==> src/rtl/tdm_demux8.sv <==
// Eight-channel TDM demultiplexer: collects a frame of eight samples, aligned
// by a sync beat, and presents each completed frame on y with a one-cycle strobe.
module tdm_demux8 #(
   parameter int WIDTH = 1
) (
   input  logic                 clk,
   input  logic                 rst_n,
   input  logic [WIDTH-1:0]     din,
   input  logic                 din_valid,
   input  logic                 sync,
   output logic [8*WIDTH-1:0]   y,
   output logic [2:0]           sel,
   output logic                 locked,
   output logic                 frame_valid,
   output logic                 frame_err
);

   typedef enum logic {
      HUNT = 1'b0,
      RUN  = 1'b1
   } state_t;

   state_t                    state_q, state_d;
   logic [2:0]                cnt_q, cnt_d;
   logic [7:0][WIDTH-1:0]     shadow_q, shadow_d;
   logic [8*WIDTH-1:0]        y_q, y_d;
   logic                      frame_valid_q, frame_valid_d;
   logic                      frame_err_q, frame_err_d;

   always_comb begin
      state_d       = state_q;
      cnt_d         = cnt_q;
      shadow_d      = shadow_q;
      y_d           = y_q;
      frame_valid_d = 1'b0;
      frame_err_d   = 1'b0;

      if (din_valid) begin
         case (state_q)
            HUNT: begin
               if (sync) begin
                  shadow_d[0] = din;
                  cnt_d       = 3'd1;
                  state_d     = RUN;
               end
            end
            RUN: begin
               // A sync away from slot 0 restarts the frame; stale slots get
               // overwritten before the next frame can complete.
               if (sync && (cnt_q != 3'd0)) begin
                  frame_err_d = 1'b1;
                  shadow_d[0] = din;
                  cnt_d       = 3'd1;
               end else begin
                  shadow_d[cnt_q] = din;
                  cnt_d           = cnt_q + 3'd1;
                  if (cnt_q == 3'd7) begin
                     for (int k = 0; k < 7; k++) begin
                        y_d[k*WIDTH +: WIDTH] = shadow_q[k];
                     end
                     y_d[7*WIDTH +: WIDTH] = din;
                     frame_valid_d         = 1'b1;
                  end
               end
            end
            default: state_d = HUNT;
         endcase
      end
   end

   always_ff @(posedge clk or negedge rst_n) begin
      if (!rst_n) begin
         state_q       <= HUNT;
         cnt_q         <= 3'd0;
         shadow_q      <= '0;
         y_q           <= '0;
         frame_valid_q <= 1'b0;
         frame_err_q   <= 1'b0;
      end else begin
         state_q       <= state_d;
         cnt_q         <= cnt_d;
         shadow_q      <= shadow_d;
         y_q           <= y_d;
         frame_valid_q <= frame_valid_d;
         frame_err_q   <= frame_err_d;
      end
   end

   assign y           = y_q;
   assign sel         = cnt_q;
   assign locked      = (state_q == RUN);
   assign frame_valid = frame_valid_q;
   assign frame_err   = frame_err_q;

endmodule

==> config.mk <==
export PLATFORM = sky130hd
export DESIGN_NAME = tdm_demux8
export DESIGN_NICKNAME = d
export VERILOG_FILES = /design/src/rtl/tdm_demux8.sv
export SDC_FILE = /design/constraint.sdc
export NUM_CORES = 1
export LEC_CHECK = 0
export ABC_AREA = 1
export BUFFER_PORTS_ARGS = -buffer_cell sky130_fd_sc_hd__buf_2
export CORE_MARGIN = 2
export CORE_UTILIZATION = 53
export CTS_CLUSTER_DIAMETER = 100
export DETAILED_ROUTE_END_ITERATION = 16
export HOLD_SLACK_MARGIN = 0.12
export PLACE_DENSITY = 0.88
export SYNTH_ARGS = -nofsm -noshare
export SYNTH_HDL_FRONTEND = slang
export SYNTH_SLANG_ARGS = --single-unit
==> constraint.sdc <==
create_clock -name clk -period 1.7 [get_ports clk]
set_clock_uncertainty 0.15 [all_clocks]
set_input_delay 0.085 -clock clk [delete_from_list [all_inputs] [get_ports clk]]
set_output_delay 0.085 -clock clk [all_outputs]
set_load 0.005 [all_outputs]
# Yosys cells after proc, flatten, opt, wreduce, memory -nomap -nowiden
# Cells that the tools add are included.
# totals
word_cells,44
out_inout_bits,14
register_bits,22
in_bits,5
# classes
bitwise_logic,2
reduce_logical,6
mux,18
n_lt_le_gt_ge,2
n_eq_ne,2
add_sub_neg,1
# ops
operator,n
$mux W1,12
$bwmux W8,1
$mux W3,2
$pmux W3 S2,1
$lt A3 B4 Y1 const B,1
$reduce_and A4 Y1,1
$add A3 B1 Y3 const B,1
$demux W1 S3,1
$eq A3 B3 Y1 const B,1
$ge A3 B1 Y1 const B,1
$reduce_and A3 Y1,1
$reduce_bool A3 Y1,1
$logic_and A1 B1 Y1,2
$ne A2 B2 Y1 const B,1
$not A1 Y1,2
$pmux W1 S2,1
$reduce_and A2 Y1,1

# Depth between registers and ports, before layout
# depth
depth_word,7
mapped_depth,10

# Worst setup path before layout
# Ideal clock, no wire load.
# synth_path
path_kind,register -> register
from,"reg cnt_q[0], in the netlist sel[0]"
to,reg shadow_q[1] in the netlist's numbering
path_buffers,1
arrival_ns,1.246
path_slack_ns,0.182
setup_time_ns,0.122
synth_period_minus_slack_ns,1.518
path_stages_with_launch,11
required_ns,1.428
path_cell_list,dfrtp_1 inv_1 ha_1 nand2_2 nand2_4 nand2_4 buf_12 inv_4 nand2_2 nand2_1 o21ai_1
# synth_between
elab_chain_cells,5
elab_cells_between_ends,10
cone_classes,order compare (2); mux (3); bitwise (1); reduce/logical (4)
# synth_lines
element,line_no,source
start: declaration,24,"logic [2:0] cnt_q, cnt_d;"
start signal: assignment,81,cnt_q <= cnt_d;
$lt A3 B4 Y1 (not written as such) or $ge A3 B1 Y1 (tied branches),55,shadow_d[cnt_q] = din;
$logic_and A1 B1 Y1 (not written as such),55,
$mux W1 (not written as such),55,
$demux W1 S3,55,
$bwmux W8,55,
end signal: assignment,82,shadow_q <= shadow_d;
end: declaration,25,"logic [7:0][WIDTH-1:0] shadow_q, shadow_d;"
# Several ways; a longest one is shown, not always the timed one.
# A chain may end at the register's enable or synchronous reset.

# Final worst setup path
# layout_path
from,"reg cnt_q[1], in the netlist sel[1]"
to,reg shadow_q[6] in the netlist's numbering
# The elaborated chain is that of the path after synthesis.

==> impl_metrics.prom <==
# TYPE chip_impl_metric gauge
chip_impl_info{name="run_status",value="completed"} 1
chip_impl_metric{name="worst_pin_slew",unit="ns"} 0.449
chip_impl_metric{name="grt_use_total",unit=""} 0.184
chip_impl_metric{name="route.antenna.remaining_nets",unit=""} 0
chip_impl_info{name="worstPathCellList",value="inv_1, ha_1, nand2_2, nand2_4, nand2_4, nor2_4, nand2_1, nand2_1, nand2_1"} 1
chip_impl_metric{name="synth.yosys.warnings",unit=""} 0
chip_impl_metric{name="antenna_found_initial",unit=""} 0
chip_impl_metric{name="first_iter_violations",unit=""} 6
chip_impl_metric{name="postLayoutCoreUtil",unit=""} 0.696
chip_impl_info{name="rsz_0062_raised_after_global_routing",value="no"} 1
chip_impl_metric{name="vias",unit=""} 820
chip_impl_metric{name="first_global_vias",unit=""} 689
chip_impl_metric{name="first_pass_iters",unit=""} 4
chip_impl_metric{name="grt_start_max_net_pins",unit=""} 22
chip_impl_info{name="dominantRegCellSynth",value="sky130_fd_sc_hd__dfrtp_1"} 1
chip_impl_metric{name="gpl.final_weighted_congestion",unit=""} 0.816
chip_impl_metric{name="htree_num_levels",unit=""} 1
chip_impl_metric{name="synth.top_cell.area_share",unit=""} 0.524
chip_impl_metric{name="seq_total_area_yosys",unit=""} 0.524
chip_impl_metric{name="port_buffers",unit=""} 18
chip_impl_metric{name="syn_inst",unit=""} 115
chip_impl_info{name="critical_path.startpoint_type",value="flop"} 1
chip_impl_info{name="worstSetupEndpointType",value="flop"} 1
chip_impl_metric{name="wire_per_inst",unit="um"} 10.8
chip_impl_metric{name="synth_edf_count",unit=""} 0
chip_impl_metric{name="clk_latency",unit="ns"} 0.30
chip_impl_info{name="critical_path.most_common_cell",value="sky130_fd_sc_hd__nand2_1"} 1
chip_impl_metric{name="clk_transition_reported_paths",unit="ns"} 0.12
chip_impl_metric{name="timing.critical_path.required",unit="ns"} 1.76
chip_impl_info{name="yosysTopAreaCell",value="sky130_fd_sc_hd__dfrtp_1"} 1
chip_impl_metric{name="final_hold_viol_count",unit=""} 0
chip_impl_metric{name="design.die.area",unit="um2"} 2250
chip_impl_metric{name="place.detailed.hpwl",unit="um"} 1310
chip_impl_metric{name="die-width",unit="um"} 47.5
chip_impl_metric{name="power_density",unit="nW/um2"} 1330
chip_impl_metric{name="finalNetCount",unit=""} 153
chip_impl_metric{name="clk_path_buf_depth",unit=""} 2
chip_impl_metric{name="synthToLayoutAreaGrowth",unit="%"} 21.2
chip_impl_metric{name="drc",unit=""} 0
chip_impl_metric{name="critPathArrivalTime",unit="ns"} 1.65
chip_impl_metric{name="placementRows",unit=""} 15
chip_impl_metric{name="cts.sink_count",unit=""} 21
chip_impl_info{name="synthTopCellsByArea",value="sky130_fd_sc_hd__dfrtp_1 52%, sky130_fd_sc_hd__nand2_1 14%, sky130_fd_sc_hd__o21ai_0 5.5%"} 1
chip_impl_metric{name="synth.lib_cells_used.distinct",unit=""} 17
chip_impl_metric{name="timing.max_slew.rel_slack",unit=""} 0.701
chip_impl_metric{name="post-route-min-period",unit="ns"} 1.59
chip_impl_metric{name="floorplan.core_area",unit="um2"} 1750
chip_impl_metric{name="timing.final.max_slew_violations",unit=""} 0
chip_impl_metric{name="synthesis.area",unit="um2"} 1000
chip_impl_metric{name="place.detailed.instances",unit=""} 158
chip_impl_metric{name="setup_viol",unit=""} 0
chip_impl_info{name="critical_path_class",value="reg -> reg"} 1
chip_impl_metric{name="global_route.overflow_total",unit=""} 0
chip_impl_info{name="crit_path_top_delay_cell",value="sky130_fd_sc_hd__dfrtp_2"} 1
chip_impl_metric{name="wl",unit="um"} 1820
chip_impl_metric{name="postSynthRegisterBits",unit=""} 21
chip_impl_metric{name="floorplan.io_pins",unit=""} 19
chip_impl_metric{name="start_util",unit=""} 0.574
chip_impl_metric{name="p_leak",unit="nW"} 0.705
chip_impl_metric{name="fin_tns_setup",unit="ns"} 0
chip_impl_metric{name="detailed_place.area",unit="um2"} 1110
chip_impl_metric{name="avgSynthCellArea",unit="um2"} 8.71
chip_impl_info{name="netlist_top_cells_count",value="37 x sky130_fd_sc_hd__nand2_1, 21 x sky130_fd_sc_hd__dfrtp_1, 13 x sky130_fd_sc_hd__inv_1"} 1
chip_impl_metric{name="cp_num_buf_inv",unit=""} 1
chip_impl_metric{name="max_stage_delay",unit="ns"} 0.47
chip_impl_metric{name="cts_made_buffers",unit=""} 3
chip_impl_metric{name="grt_pass1_wl",unit="um"} 2790
chip_impl_info{name="worstHoldPathType",value="reg -> reg"} 1
chip_impl_info{name="critPathTopFamily",value="simple AND/OR/NAND/NOR gates"} 1
chip_impl_info{name="clock_tree.root_cell",value="sky130_fd_sc_hd__clkbuf_4"} 1
chip_impl_metric{name="vdd.ir_drop.worst",unit="uV"} 712
chip_impl_metric{name="finalCritPeriodShare",unit=""} 0.933
chip_impl_metric{name="top_fanout_value_on_the_critical_path",unit=""} 11
chip_impl_info{name="clock_tree_from_tritoncts",value="done"} 1
chip_impl_metric{name="final_cells",unit=""} 169
chip_impl_metric{name="fin_area",unit="um2"} 1210
chip_impl_metric{name="n_antenna_cell",unit=""} 0
chip_impl_metric{name="layout-drive-gt1-share",unit=""} 0.285
chip_impl_metric{name="fill_cells",unit=""} 139
chip_impl_info{name="post-synth-top-count-cell",value="sky130_fd_sc_hd__nand2_1"} 1
chip_impl_metric{name="viasPerCell",unit=""} 4.85
chip_impl_metric{name="asyncSetResetFlopFracSynth",unit=""} 1.00
chip_impl_metric{name="fp.dieH",unit="um"} 47.5
chip_impl_metric{name="drv.max_cap_violation_count",unit=""} 0
chip_impl_metric{name="synth_fp_nets",unit=""} 123
chip_impl_metric{name="fmaxAchievable",unit="MHz"} 631
-- timing repair --
action | CTS | global route
buffers inserted | 0 | 1
hold endpoints to repair | 35 | 0
setup endpoints to repair | 0 | 9
hold buffers | 5 | 0
gates resized for setup | 0 | 6
-- area by class of cell --
| type | count | area, um2 | share of cell area |
|---|---|---|---|
| Sequential cell | 21 | 528 | 0.435 |
| Multi-Input combinational cell | 77 | 402 | 0.331 |
| Timing Repair Buffer | 25 | 155 | 0.128 |
| Inverter | 16 | 66.3 | 0.0546 |
| Tap cell | 25 | 31.3 | 0.0257 |
| Clock buffer | 3 | 22.5 | 0.0185 |
| Clock inverter | 1 | 5.00 | 0.00412 |
| Timing Repair inverter | 1 | 5.00 | 0.00412 |
-- report_power, final --
part           internal [W]  switching [W]  total (W)  leakage [nW]
clock network     0.0000876       0.000142   0.000230        0.0177
registers          0.000679       0.000123   0.000802         0.268
logic              0.000249       0.000332   0.000581         0.419
-- metal layers --
layer / share of wire / track usage
met2: 0.48 / 0.319
met5: 0 / 0
met1: 0.45 / 0.214
met4: 0.023 / 0.100
met3: 0.040 / 0.0340
-- state kept, by name, indices dropped and copies added, names as in the netlist --
register     cells
frame_valid      1
locked           1
shadow_q         7
sel              3
y                8
frame_err        1
-- tightest hold or removal path, stage by stage, from the launching register on --
cell and delay [ns]:
sky130_fd_sc_hd__dfrtp_1 0.37, sky130_fd_sc_hd__nand2_1 0.05, sky130_fd_sc_hd__nand2_1 0.04
-- cell families after synthesis --
group / Yosys count / synth area share
buffers and inverters: 17 / 0.0824
AO/OA/AOI/OAI: 17 / 0.0886
adder cells (fa/ha/maj): 3 / 0.0375
flip-flops: 21 / 0.524
AND/OR/NAND/NOR: 57 / 0.267
-- final timing paths --
check | startpoint | end | slack (ns) | depth (start not counted)
max in group asynchronous | rst_n | sel[0]$_DFFE_PN0P_ | 0.42 | 3
setup / recovery | sel[1]$_DFFE_PN0P_ | shadow_q[6]$_DFFE_PN0P_ | 0.11 | 9
hold reg to reg | shadow_q[4]$_DFFE_PN0P_ | shadow_q[4]$_DFFE_PN0P_ | 0.34 | 2
min in group asynchronous | rst_n | y[7]$_DFFE_PN0P_ | 0.65 | 3
setup reg to reg | sel[1]$_DFFE_PN0P_ | shadow_q[6]$_DFFE_PN0P_ | 0.11 | 9
hold / removal | shadow_q[4]$_DFFE_PN0P_ | shadow_q[4]$_DFFE_PN0P_ | 0.34 | 2
-- cell usage in the layout (no fill, tap or decap) --
cell type / Yosys / routed
sky130_fd_sc_hd__inv_2: 2 / 2
sky130_fd_sc_hd__nor2_8: 1 / 1
sky130_fd_sc_hd__clkinvlp_2: 0 / 1
sky130_fd_sc_hd__nor2_4: 0 / 1
sky130_fd_sc_hd__clkinvlp_4: 0 / 1
sky130_fd_sc_hd__inv_1: 13 / 12
sky130_fd_sc_hd__buf_4: 0 / 2
sky130_fd_sc_hd__nor2_1: 4 / 4
sky130_fd_sc_hd__clkinv_2: 0 / 1
sky130_fd_sc_hd__o21ai_1: 5 / 6
sky130_fd_sc_hd__ha_1: 3 / 2
sky130_fd_sc_hd__dfrtp_2: 0 / 2
sky130_fd_sc_hd__nand2_1: 37 / 37
sky130_fd_sc_hd__a21oi_2: 1 / 1
sky130_fd_sc_hd__dfrtp_1: 21 / 19
sky130_fd_sc_hd__nand3_1: 7 / 7
sky130_fd_sc_hd__clkbuf_4: 0 / 3
sky130_fd_sc_hd__ha_2: 0 / 1
sky130_fd_sc_hd__nand2_2: 4 / 4
sky130_fd_sc_hd__inv_4: 1 / 1
sky130_fd_sc_hd__o21ai_0: 11 / 10
sky130_fd_sc_hd__nand2_4: 2 / 2
sky130_fd_sc_hd__buf_2: 0 / 18
sky130_fd_sc_hd__dlygate4sd3_1: 0 / 5
sky130_fd_sc_hd__nor3_1: 1 / 1
-- metrics by stage --
stage	setup slack, ns	hold slack (ns)	power [W]
after global routing	0.00460	0.372	0.00177
after detailed placement	0.0763	-0.0963	0.00135
final	0.114	0.342	0.00161
after global placement	0.151	-0.0971	0.00132
after CTS	0.0496	0.345	0.00159
after floorplan	0.182	-0.361	0.00115
Power figures use the tool's default switching activity.
